**src/rtl/add_pipe_pkg.sv**
```systemverilog
// Shared types and parameters for the pipelined multi-operand modular adder.
// The guard-bit width is derived here so that the top and the bench agree on it.
package add_pipe_pkg;

    localparam int DEF_WIDTH   = 32;
    localparam int DEF_NUM_OPS = 5;

    // Guard bits needed so that the sum of n WIDTH-bit operands never wraps.
    function automatic int calc_ext(input int n);
        return $clog2(n + 1);
    endfunction

    typedef struct packed {
        logic use_acc;
        logic acc_wr;
    } stage_tag_t;

endpackage

```
**src/rtl/add_pipe_multi_csa.sv**
```systemverilog
// 3:2 carry-save compressor; the carry vector is returned already weighted (shifted by one).
module csa_3to2 #(
    parameter int W = 8
) (
    input  logic [W-1:0] i_a,
    input  logic [W-1:0] i_b,
    input  logic [W-1:0] i_c,
    output logic [W-1:0] o_sum,
    output logic [W-1:0] o_carry
);

    logic [W-1:0] w_maj;

    assign o_sum   = i_a ^ i_b ^ i_c;
    assign w_maj   = (i_a & i_b) | (i_a & i_c) | (i_b & i_c);
    assign o_carry = w_maj << 1;

endmodule

```
**src/rtl/add_pipe_multi.sv**
```systemverilog
// Two-stage multi-operand modular adder: a carry-save tree feeds an output
// register that resolves the sum and optionally folds in a running accumulator.
module add_pipe_multi
    import add_pipe_pkg::*;
#(
    parameter int WIDTH   = DEF_WIDTH,
    parameter int NUM_OPS = DEF_NUM_OPS
) (
    input  logic                     Clk,
    input  logic                     Rst_n,
    input  logic                     InValid,
    output logic                     InReady,
    input  logic [NUM_OPS*WIDTH-1:0] DataIn,
    input  logic                     UseAcc,
    input  logic                     AccWr,
    input  logic                     AccClr,
    output logic                     OutValid,
    input  logic                     OutReady,
    output logic [WIDTH-1:0]         DataOut,
    output logic                     Overflow,
    output logic [WIDTH-1:0]         AccOut
);

    localparam int EXT = calc_ext(NUM_OPS);
    localparam int EW  = WIDTH + EXT;

    logic [EW-1:0] w_tree_sum;
    logic [EW-1:0] w_tree_car;
    logic [EW-1:0] r_s1_sum;
    logic [EW-1:0] r_s1_car;
    stage_tag_t    r_s1_tag;
    logic          r_s1_valid;
    logic          r_out_valid;
    logic [WIDTH-1:0] r_data;
    logic             r_ovf;
    logic [WIDTH-1:0] r_acc;
    logic          w_s1_load;
    logic          w_s2_load;
    logic [EW:0]   w_exact;
    logic [WIDTH-1:0] w_acc_term;

    // Linear chain of compressors: each level folds one more operand into (sum, carry).
    // Since the exact total fits in EW bits, dropping the carry MSB never loses value.
    genvar gi;
    generate
        for (gi = 0; gi < NUM_OPS - 2; gi++) begin : g_lvl
            logic [EW-1:0] w_a;
            logic [EW-1:0] w_b;
            logic [EW-1:0] w_s;
            logic [EW-1:0] w_c;
            if (gi == 0) begin : g_first
                assign w_a = {{EXT{1'b0}}, DataIn[0 +: WIDTH]};
                assign w_b = {{EXT{1'b0}}, DataIn[WIDTH +: WIDTH]};
            end else begin : g_next
                assign w_a = g_lvl[gi-1].w_s;
                assign w_b = g_lvl[gi-1].w_c;
            end
            csa_3to2 #(.W(EW)) u_csa (
                .i_a     (w_a),
                .i_b     (w_b),
                .i_c     ({{EXT{1'b0}}, DataIn[(gi+2)*WIDTH +: WIDTH]}),
                .o_sum   (w_s),
                .o_carry (w_c)
            );
        end
        if (NUM_OPS == 2) begin : g_two
            assign w_tree_sum = {{EXT{1'b0}}, DataIn[0 +: WIDTH]};
            assign w_tree_car = {{EXT{1'b0}}, DataIn[WIDTH +: WIDTH]};
        end else begin : g_tree
            assign w_tree_sum = g_lvl[NUM_OPS-3].w_s;
            assign w_tree_car = g_lvl[NUM_OPS-3].w_c;
        end
    endgenerate

    assign w_s2_load = r_s1_valid && (!r_out_valid || OutReady);
    assign InReady   = !r_s1_valid || w_s2_load;
    assign w_s1_load = InValid && InReady;

    // Accumulator is sampled at the S2-load edge, so chained items see the previous result.
    assign w_acc_term = r_s1_tag.use_acc ? r_acc : '0;
    assign w_exact    = {1'b0, r_s1_sum} + {1'b0, r_s1_car} + {{(EXT+1){1'b0}}, w_acc_term};

    always_ff @(posedge Clk or negedge Rst_n) begin
        if (!Rst_n) begin
            r_s1_valid <= 1'b0;
            r_s1_sum   <= '0;
            r_s1_car   <= '0;
            r_s1_tag   <= '0;
        end else begin
            if (w_s1_load) begin
                r_s1_valid <= 1'b1;
                r_s1_sum   <= w_tree_sum;
                r_s1_car   <= w_tree_car;
                r_s1_tag   <= '{use_acc: UseAcc, acc_wr: AccWr};
            end else if (w_s2_load) begin
                r_s1_valid <= 1'b0;
            end
        end
    end

    always_ff @(posedge Clk or negedge Rst_n) begin
        if (!Rst_n) begin
            r_out_valid <= 1'b0;
            r_data      <= '0;
            r_ovf       <= 1'b0;
        end else begin
            if (w_s2_load) begin
                r_out_valid <= 1'b1;
                r_data      <= w_exact[WIDTH-1:0];
                r_ovf       <= |w_exact[EW:WIDTH];
            end else if (OutReady) begin
                r_out_valid <= 1'b0;
            end
        end
    end

    always_ff @(posedge Clk or negedge Rst_n) begin
        if (!Rst_n) begin
            r_acc <= '0;
        end else if (AccClr) begin
            r_acc <= '0;
        end else if (w_s2_load && r_s1_tag.acc_wr) begin
            r_acc <= w_exact[WIDTH-1:0];
        end
    end

    assign OutValid = r_out_valid;
    assign DataOut  = r_data;
    assign Overflow = r_ovf;
    assign AccOut   = r_acc;

endmodule

```
**config.mk**
```make
export PLATFORM = sky130hd
export DESIGN_NAME = add_pipe_multi
export DESIGN_NICKNAME = d
export VERILOG_FILES = /design/src/rtl/add_pipe_pkg.sv /design/src/rtl/add_pipe_multi_csa.sv /design/src/rtl/add_pipe_multi.sv
export SDC_FILE = /design/constraint.sdc
export NUM_CORES = 1
export LEC_CHECK = 0
export CAP_MARGIN = 20
export CORE_ASPECT_RATIO = 0.9
export CORE_MARGIN = 2
export CORE_UTILIZATION = 55
export DETAILED_ROUTE_END_ITERATION = 12
export PLACE_DENSITY = 0.87
export SYNTH_ARGS = -nofsm -noshare
export SYNTH_HDL_FRONTEND = slang
export SYNTH_HIERARCHICAL = 1
export SYNTH_SLANG_ARGS = --single-unit
```
**constraint.sdc**
```tcl
create_clock -name Clk -period 6.29 [get_ports Clk]
set_input_delay 0.9435 -clock Clk [delete_from_list [all_inputs] [get_ports Clk]]
set_output_delay 0.9435 -clock Clk [all_outputs]
set_load 0.03 [all_outputs]
```
# Word level (Yosys, flattened, before mapping)
# Index checks and enable logic that the tools add are counted.
# Widths: inputs -> output; s select.
# word_totals
reg_bits	138
input_bits	167
out_inout_bits	67
elab_cells	50
# classes
addsub	2
muxes	7
n_bitwise	21
reduce_logical	11
# op_table
cell	count
$or 34x34->34	5
$and 34x32->34	4
$and 32x32->32	3
$mux 32	3
$xor 35x32->35	2
$and 34x34->34	2
$xor 32x32->32	2
$add 35x35->36	1
$add 36x32->36	1
$xor 32x35->35	1
$xor 35x35->35	1
$or 34x32->34	1
$reduce_bool 2->1	3
$mux 1	4
$reduce_or 4->1	1
$logic_and 1x1->1	3
$logic_not 1->1	2
$logic_or 1x1->1	2

# Depth between registers and ports, before layout
# Gate-level depths: netlist of the first run.
# logic_depth
word_depth	9
ltp_mapped	14
mapped_depth_nobuf	13

# Hierarchy
# Netlist of the first run, hierarchy kept.
# modules_own_cells
module	n_inst	cells_per_inst	area_each_um2	seq_area_each_um2
add_pipe_multi	1	695	7842.5	3478.3
csa_3to2	3	37	715.7	0.0

# Worst setup path before layout of the first run
# No wires, ideal clock.
# synth_path
path_kind	reg2reg
startpoint	reg r_s1_tag[1] in the netlist's numbering
endpoint	reg r_ovf (netlist: Overflow)
setup_time_ps	143
arrival_ps	3413
required_time_ps	6147
slack_ps	2733
stages_incl_launch_ff	15
n_path_buf	1
period_less_slack_ps	3557
cell_sequence	dfrtp_1 -> clkbuf_1 -> nand2_1 -> fa_1 -> inv_1 -> ha_1 -> fa_1 -> a21o_1 -> a41o_1 -> o2111ai_2 -> a2111oi_0 -> or3b_1 -> o31a_1 -> mux2i_1 -> a41oi_1
# synth_between
elab_chain_cells	3
# synth_lines
item	line	source
start, declared	add_pipe_multi.sv:31	stage_tag_t r_s1_tag;
start signal, assigned	add_pipe_multi.sv:94	r_s1_tag <= '{use_acc: UseAcc, acc_wr: AccWr};
$mux 32	add_pipe_multi.sv:80	assign w_acc_term = r_s1_tag.use_acc ? r_acc : '0;
$add 36x32->36	add_pipe_multi.sv:81	assign w_exact = {1'b0, r_s1_sum} + {1'b0, r_s1_car} + {{(EXT+1){1'b0}}, w_acc_term};
$reduce_or 4->1	add_pipe_multi.sv:110	r_ovf <= |w_exact[EW:WIDTH];
end signal, assigned	add_pipe_multi.sv:110	
end, declared	add_pipe_multi.sv:35	logic r_ovf;
# Every way passes these cells.
# A chain may end at the register's enable or synchronous reset.

# Worst setup path in the final report of the first run
# layout_path
startpoint	reg r_s1_tag[1] in the netlist's numbering
endpoint	reg r_data[31] (netlist: DataOut[31])
# layout_between
elab_chain_cells	2
# layout_lines
item	line	source
$mux 32	add_pipe_multi.sv:80	
$add 36x32->36	add_pipe_multi.sv:81	
end signal, assigned	add_pipe_multi.sv:109	r_data <= w_exact[WIDTH-1:0];
end, declared	add_pipe_multi.sv:34	logic [WIDTH-1:0] r_data;
# Every way passes these cells.

==> impl_metrics.yaml, run 1 <==
sta:
  hold_viol: 0
  setup_repair_after_global_routing_missed_its_margin: "false"
  ratio_of_final_minimum_period_to_clock_period_pct: 68.7
  max_freq_ghz: 0.232
  max-slew-margin-rel_pct: 31.3
  setup_tns_ns: 0
  setup_slack_ns: 1.97
  timing.final.setup_violations: 0
  layout_min_cycle_time_ns: 4.32
  timing.clock.skew_ns: 0.0110
  timing.final.max_slew_violations: 0
  worst_pin_slew_ns: 1.03
synthesis:
  combinational_family_with_the_most_area_after_synthesis: "adder cells"
  ys.warnings.count: 6
  synth_cell_type_count: 58
  synth-edff-count: 0
  synth_compound_area_share_pct: 9.59
  post_synth_instance_area_um2: 9990
  synth_cells: 806
  ys_ff_latch: 139
  synth.mux.area_fraction_pct: 9.57
  synthSimpleGateAreaFrac_pct: 8.99
  yosys.area_share.adder_pct: 31.7
  synthesis.area_per_instance_um2: 12.4
  ys_async_sr_fraction_pct: 100
  synth_flop_cell: "sky130_fd_sc_hd__dfrtp_1"
  synth-seq-area-share_pct: 34.8
  synth_xor_area_share_pct: 3.17
pwr:
  total_power_mw: 7.75
  power.static_leakage_nw: 5.69
  power-per-cell-area_nw_per_um2: 585
  irDropWorstVdd_mv: 0.287
finish:
  layoutNonFillerInstCount: 1298
  utilization_pct: 74.7
  final_layout_size_suffix_gt1_share_pct: 11.9
  area_delta_synth_final_pct: 32.6
  final.fill_count: 1187
  finish.net_count: 1384
  antenna-diode-count: 0
critical_path:
  worst-path-max-fanout: 33
  critical_path_arrival_ns: 4.58
  startpoint_class_of_the_critical_path: "flip-flop"
  regToRegStartpoint: "r_s1_tag[1]"
  timing.critical_path.from: "r_s1_tag[1]"
  crit_path_end_kind: "flip-flop"
  crit_type: "reg2reg"
  worst_ep_required_time_ns: 6.55
place:
  portBuffers: 233
  gp_routability_congestion: 0.878
  post-place-cells: 1266
  hpwl_mm: 18.8
  placement.setup.worst_slack_ns: 1.97
clock_network:
  clock_sink_count: 139
  post_cts_clock_slew_at_the_launch_and_capture_registers_of_the_worst_setup_and_hold_paths_ns: 0.06
  worstSkewPairLatency_ns: 0.43
  post_cts_hold_buffer_count: 0
  post_cts_buffers: 0
  clock_tree.buffer_depth: 2
  h-tree-depth: 4
  post_cts_resized: 0
  cts_made_buffers: 17
  ctsRootBufferMaster: "sky130_fd_sc_hd__clkbuf_16"
  cts_tree: "built"
worst_hold_path:
  worst_hold_startpoint: "DataOut[7]"
  hp-class: "reg2reg"
floorplanning:
  io_pins: 234
  floorplan.initialDensity_pct: 56.4
  floorplan.rows: 46
  design.core.area_um2: 17700
  chipHeight_um: 132
  die_width_um: 146
  floorplan.die_area_um2: 19300
global_routing:
  number_of_antenna_violations_at_the_first_check_in_global_routing: 0
  maximum_number_of_pins_on_one_net_before_global_route_repair: 86
  grt_first_pass_wirelength_mm: 40.8
  grt_residual_overflow: 0
  grt_pass1_vias: 7907
  gr-usage-all-layers_pct: 26.8
route:
  dr.pass1.iters: 5
  num_vias: 7224
  wl_per_cell_um: 18.8
  initialDrtViolationCount: 377
  ant_nets: 0
  vias_per_cell: 5.57
  routed_wl_mm: 24.4
  route.detailed.drc: 0
outcome:
  outcome: "finished clean"
flow_run:
  max_cap_viol_count: 0
## kinds of logic (layout without fill, tap and decap cells)
group / count (synthesis) / after routing
AOI/OAI and AO/OA: 139 / 139
xor gates and xnor gates: 31 / 31
DFF: 139 / 139
muxes: 85 / 85
buffers and inverters: 49 / 287
adders and majority gates: 172 / 172
other: 4 / 18
and+or+nand+nor: 187 / 187
## worst max-delay path, cell delays in order (launching register included)
cell and delay, ns:
sky130_fd_sc_hd__dfrtp_1 0.95, sky130_fd_sc_hd__nand2_1 0.15, sky130_fd_sc_hd__fa_1 0.52, sky130_fd_sc_hd__inv_1 0.05
sky130_fd_sc_hd__ha_1 0.23, sky130_fd_sc_hd__fa_1 0.41, sky130_fd_sc_hd__a21o_1 0.21, sky130_fd_sc_hd__a41o_1 0.28
sky130_fd_sc_hd__o2111ai_2 0.19, sky130_fd_sc_hd__a2111oi_0 0.12, sky130_fd_sc_hd__or3b_1 0.44, sky130_fd_sc_hd__o31a_1 0.30
sky130_fd_sc_hd__xnor2_1 0.20, sky130_fd_sc_hd__o21ai_1 0.09
## synthesized netlist by cell type (all sizes together) (6+ instances only)
cell type | instances | area, um2
o21ai | 26 | 130
and2 | 32 | 200
mux2 | 84 | 946
a21o | 10 | 75.1
ha | 37 | 463
o21bai | 7 | 52.6
fa | 135 | 2700
dfrtp | 139 | 3480
nand2b | 9 | 56.3
nor2 | 23 | 86.3
nand4 | 6 | 37.5
buf | 9 | 51.3
xor2 | 9 | 78.8
nand2 | 84 | 315
nand3 | 12 | 60.1
a21oi | 37 | 189
xnor2 | 19 | 166
inv | 19 | 71.3
a22o | 26 | 228
clkbuf | 21 | 78.8
## through the flow
step,cell area (um2),hold slack [ns]
3_3_place_gp,12600,0.457
3_5_place_dp,12600,0.463
2_1_floorplan,10000,0.471
4_1_cts,13200,0.477
6_report,13200,0.474
5_1_grt,13200,0.502
## flip-flops by register name (all words and copies together) (netlist names)
register and cells:
r_s1_car 35, r_s1_sum 35, AccOut 32, DataOut 32, r_s1_tag 2, OutValid 1
Overflow 1, r_s1_valid 1
## metal layers
metal  up-vias  global-route usage, %  part of all wire [%]
li1       3243                      -                     -
met1      3642                   33.8                    40
met2       295                   45.4                    50
met3        44                   7.16                   7.7
met4         0                   8.95                   2.4
met5         -                      0                     0
## where the power goes
part	switching [mW]	internal, mW	total [mW]
sequential	0.326	1.29	1.62
combinational	2.87	2.16	5.03
clock	0.375	0.720	1.10
total	3.57	4.17	7.75
## path summary, 6_finish.rpt
| check | end | slack [ns] | cells after the start |
|---|---|---|---|
| hold / removal | DataOut[7] | 0.47 | 2 |
| min in group asynchronous | r_s1_car[10] | 0.55 | 1 |
| hold reg to reg | DataOut[7] | 0.47 | 2 |
| max in group asynchronous | r_s1_sum[25] | 4.57 | 2 |
| setup reg to reg | DataOut[31] | 1.97 | 13 |
| setup / recovery | DataOut[31] | 1.97 | 13 |
## final cells by class
class | instances | area, um2 | share of cell area, %
Clock buffer | 28 | 557 | 4.20
Timing Repair Buffer | 236 | 2360 | 17.8
Multi-Input combinational cell | 632 | 6380 | 48.2
Clock inverter | 4 | 97.6 | 0.737
Inverter | 19 | 71.3 | 0.538
Tap cell | 240 | 300 | 2.27
Sequential cell | 139 | 3480 | 26.3
## placed cells by master (no fill, tap or decap), drive strengths merged, types with 4 or more instances in the layout
master	count
nand2b	9
nand2	84
o31ai	4
a21o	10
and2	32
xnor2	19
clkbuf	28
xor2	9
a22o	26
a21oi	37
fa	135
o21a	5
inv	19
conb	18
clkdlybuf4s50	232
nor2	23
mux2	84
ha	37
dfrtp	139
buf	4
o21bai	7
nand4	6
nor4	4
nand3	12
o21ai	26
No activity file was read; power rests on OpenSTA's default activity.
==> inputs of run 2 (changes only) <==
Settings changed: CORE_UTILIZATION 55 to 51, PLACE_DENSITY 0.87 to 0.81.
Clock period 6.29 ns to 4.2 ns, I/O delays scaled along.
==> run 2 against run 1 <==
Total power up 50%. Largest power group unchanged. Clock-buffer cell count down 7. Critical path depth shrank 1. Register-to-register slack lost 1.5 ns. Largest cell class unchanged. Via count decreased by 0.51%. Clock power up 54%. First-iteration DRC count grew 32%.
==> impl_metrics.yaml, run 2 (synthesis gave the netlist of run 1 again) <==
sta:
  max-slew-margin-rel_pct: 31.3
  timing.hold.ws_ns: 0.336
  layout_min_cycle_time_ns: 3.70
  setup_repair_after_global_routing_missed_its_margin: "false"
  worst_pin_slew_ns: 1.03
  max_freq_ghz: 0.271
  setup_tns_ns: 0
  timing.final.setup_violations: 0
  timing.clock.skew_ns: 0.0105
  timing.final.max_slew_violations: 0
  setup_slack_ns: 0.503
  ratio_of_final_minimum_period_to_clock_period_pct: 88.0
  hold_viol: 0
flow_run:
  max_cap_viol_count: 0
clock_network:
  ctsRootBufferMaster: "sky130_fd_sc_hd__clkbuf_16"
  clock_tree.buffer_depth: 2
  post_cts_clock_slew_at_the_launch_and_capture_registers_of_the_worst_setup_and_hold_paths_ns: 0.06
  post_cts_buffers: 0
  clock_sink_count: 139
  post_cts_resized: 0
  post_cts_hold_buffer_count: 0
  cts_made_buffers: 17
  cts_tree: "built"
  h-tree-depth: 4
  worstSkewPairLatency_ns: 0.43
global_routing:
  grt_pass1_vias: 7707
  grt_residual_overflow: 0
  number_of_antenna_violations_at_the_first_check_in_global_routing: 0
  maximum_number_of_pins_on_one_net_before_global_route_repair: 107
  grt_first_pass_wirelength_mm: 38.4
  gr-usage-all-layers_pct: 24.2
finish:
  finish.net_count: 1388
  area_delta_synth_final_pct: 33.1
  layoutNonFillerInstCount: 1312
  layout.cells.most_common_list: "232 x sky130_fd_sc_hd__clkdlybuf4s50_1, 139 x sky130_fd_sc_hd__dfrtp_1, 135 x sky130_fd_sc_hd__fa_1"
  largest_registers_ranked_by_flip_flop_count: "r_s1_car: 35 flops, r_s1_sum: 35 flops"
  utilization_pct: 69.2
  antenna-diode-count: 0
  final_layout_size_suffix_gt1_share_pct: 12.3
  layout_commonest_cell: "sky130_fd_sc_hd__clkdlybuf4s50_1"
place:
  hpwl_mm: 18.3
  portBuffers: 233
  post-place-cells: 1280
  gp_routability_congestion: 0.921
  placement.setup.worst_slack_ns: 0.535
route:
  initialDrtViolationCount: 498
  vias_per_cell: 5.48
  routed_wl_mm: 23.9
  wl_per_cell_um: 18.2
  num_vias: 7187
  dr.pass1.iters: 5
  route.detailed.drc: 0
  ant_nets: 0
floorplanning:
  floorplan.initialDensity_pct: 52.0
  die_width_um: 152
  design.core.area_um2: 19200
  floorplan.die_area_um2: 20700
  io_pins: 234
  floorplan.rows: 48
  chipHeight_um: 137
worst_hold_path:
  hp-class: "in2async"
critical_path:
  crit_type: "reg2reg"
  startpoint_class_of_the_critical_path: "flip-flop"
  worst_ep_required_time_ns: 4.51
  critical_path_arrival_ns: 4.00
  crit_path_end_kind: "flip-flop"
  worst-path-max-fanout: 16
pwr:
  irDropWorstVdd_mv: 0.417
  power-per-cell-area_nw_per_um2: 873
  power.static_leakage_nw: 5.71
outcome:
  outcome: "finished clean"
-- run 2: cell types whose count changed in the layout (fill, tap and decap cells not counted) --
cell and change:
sky130_fd_sc_hd__clkinv_4 +2, sky130_fd_sc_hd__bufinv_16 +2, sky130_fd_sc_hd__clkinv_2 +3, sky130_fd_sc_hd__clkbuf_1 -1, sky130_fd_sc_hd__clkbuf_8 -6, sky130_fd_sc_hd__buf_4 +4
-- run 2: power by group --
part	internal (mW)	switching, mW	total, mW
Sequential	1.94	0.474	2.41
Clock	1.10	0.590	1.69
Combinational	3.24	4.26	7.50
Total	6.27	5.33	11.6
-- run 2: critical path, stage by stage, from the launching register on --
cell and delay [ns]:
sky130_fd_sc_hd__dfrtp_1 0.41, sky130_fd_sc_hd__buf_4 0.20, sky130_fd_sc_hd__and2_1 0.16, sky130_fd_sc_hd__fa_1 0.49, sky130_fd_sc_hd__fa_1 0.48, sky130_fd_sc_hd__a21o_1 0.21
sky130_fd_sc_hd__a41o_1 0.29, sky130_fd_sc_hd__o2111ai_2 0.19, sky130_fd_sc_hd__a2111oi_0 0.11, sky130_fd_sc_hd__or3b_1 0.44, sky130_fd_sc_hd__o31a_1 0.30, sky130_fd_sc_hd__xnor2_1 0.21
sky130_fd_sc_hd__o21ai_1 0.08
-- run 2: final timing paths --
path | start | endpoint | slack, ns | cells past startpoint
worst max-delay path | r_s1_tag[1] | DataOut[31] | 0.50 | 12
worst min-delay path | Rst_n | DataOut[6] | 0.34 | 1
worst max register to register | r_s1_tag[1] | DataOut[31] | 0.50 | 12
worst min register to register | DataOut[29] | DataOut[29] | 0.47 | 2
max in group asynchronous | Rst_n | r_s1_sum[28] | 3.02 | 2
min in group Clk | DataOut[29] | DataOut[29] | 0.47 | 2
-- run 2: metrics by stage --
stage               instance area [um2]  power, mW
global route                      13300       12.5
detailed placement                12600       9.79
finish                            13300       11.6
floorplan                         10000       7.60
CTS                               13300       11.6
global placement                  12600       9.61
-- run 2: final cells by class --
class                   count  area (um2)
clock buffers              21         470
clock inverters            11         190
fillers                  1401        5930
inverters                  19        71.3
multi-input cells         632        6380
flip-flops and latches    139        3480
well taps                 250         313
repair buffers            240        2390
-- run 2: routing by layer --
layer,track usage [%],up-vias,share of wire (%)
li1,-,3251,-
met2,40.8,267,49
met4,5.92,0,1.3
met1,31.0,3639,40
met3,7.20,30,9.1
met5,0,-,0
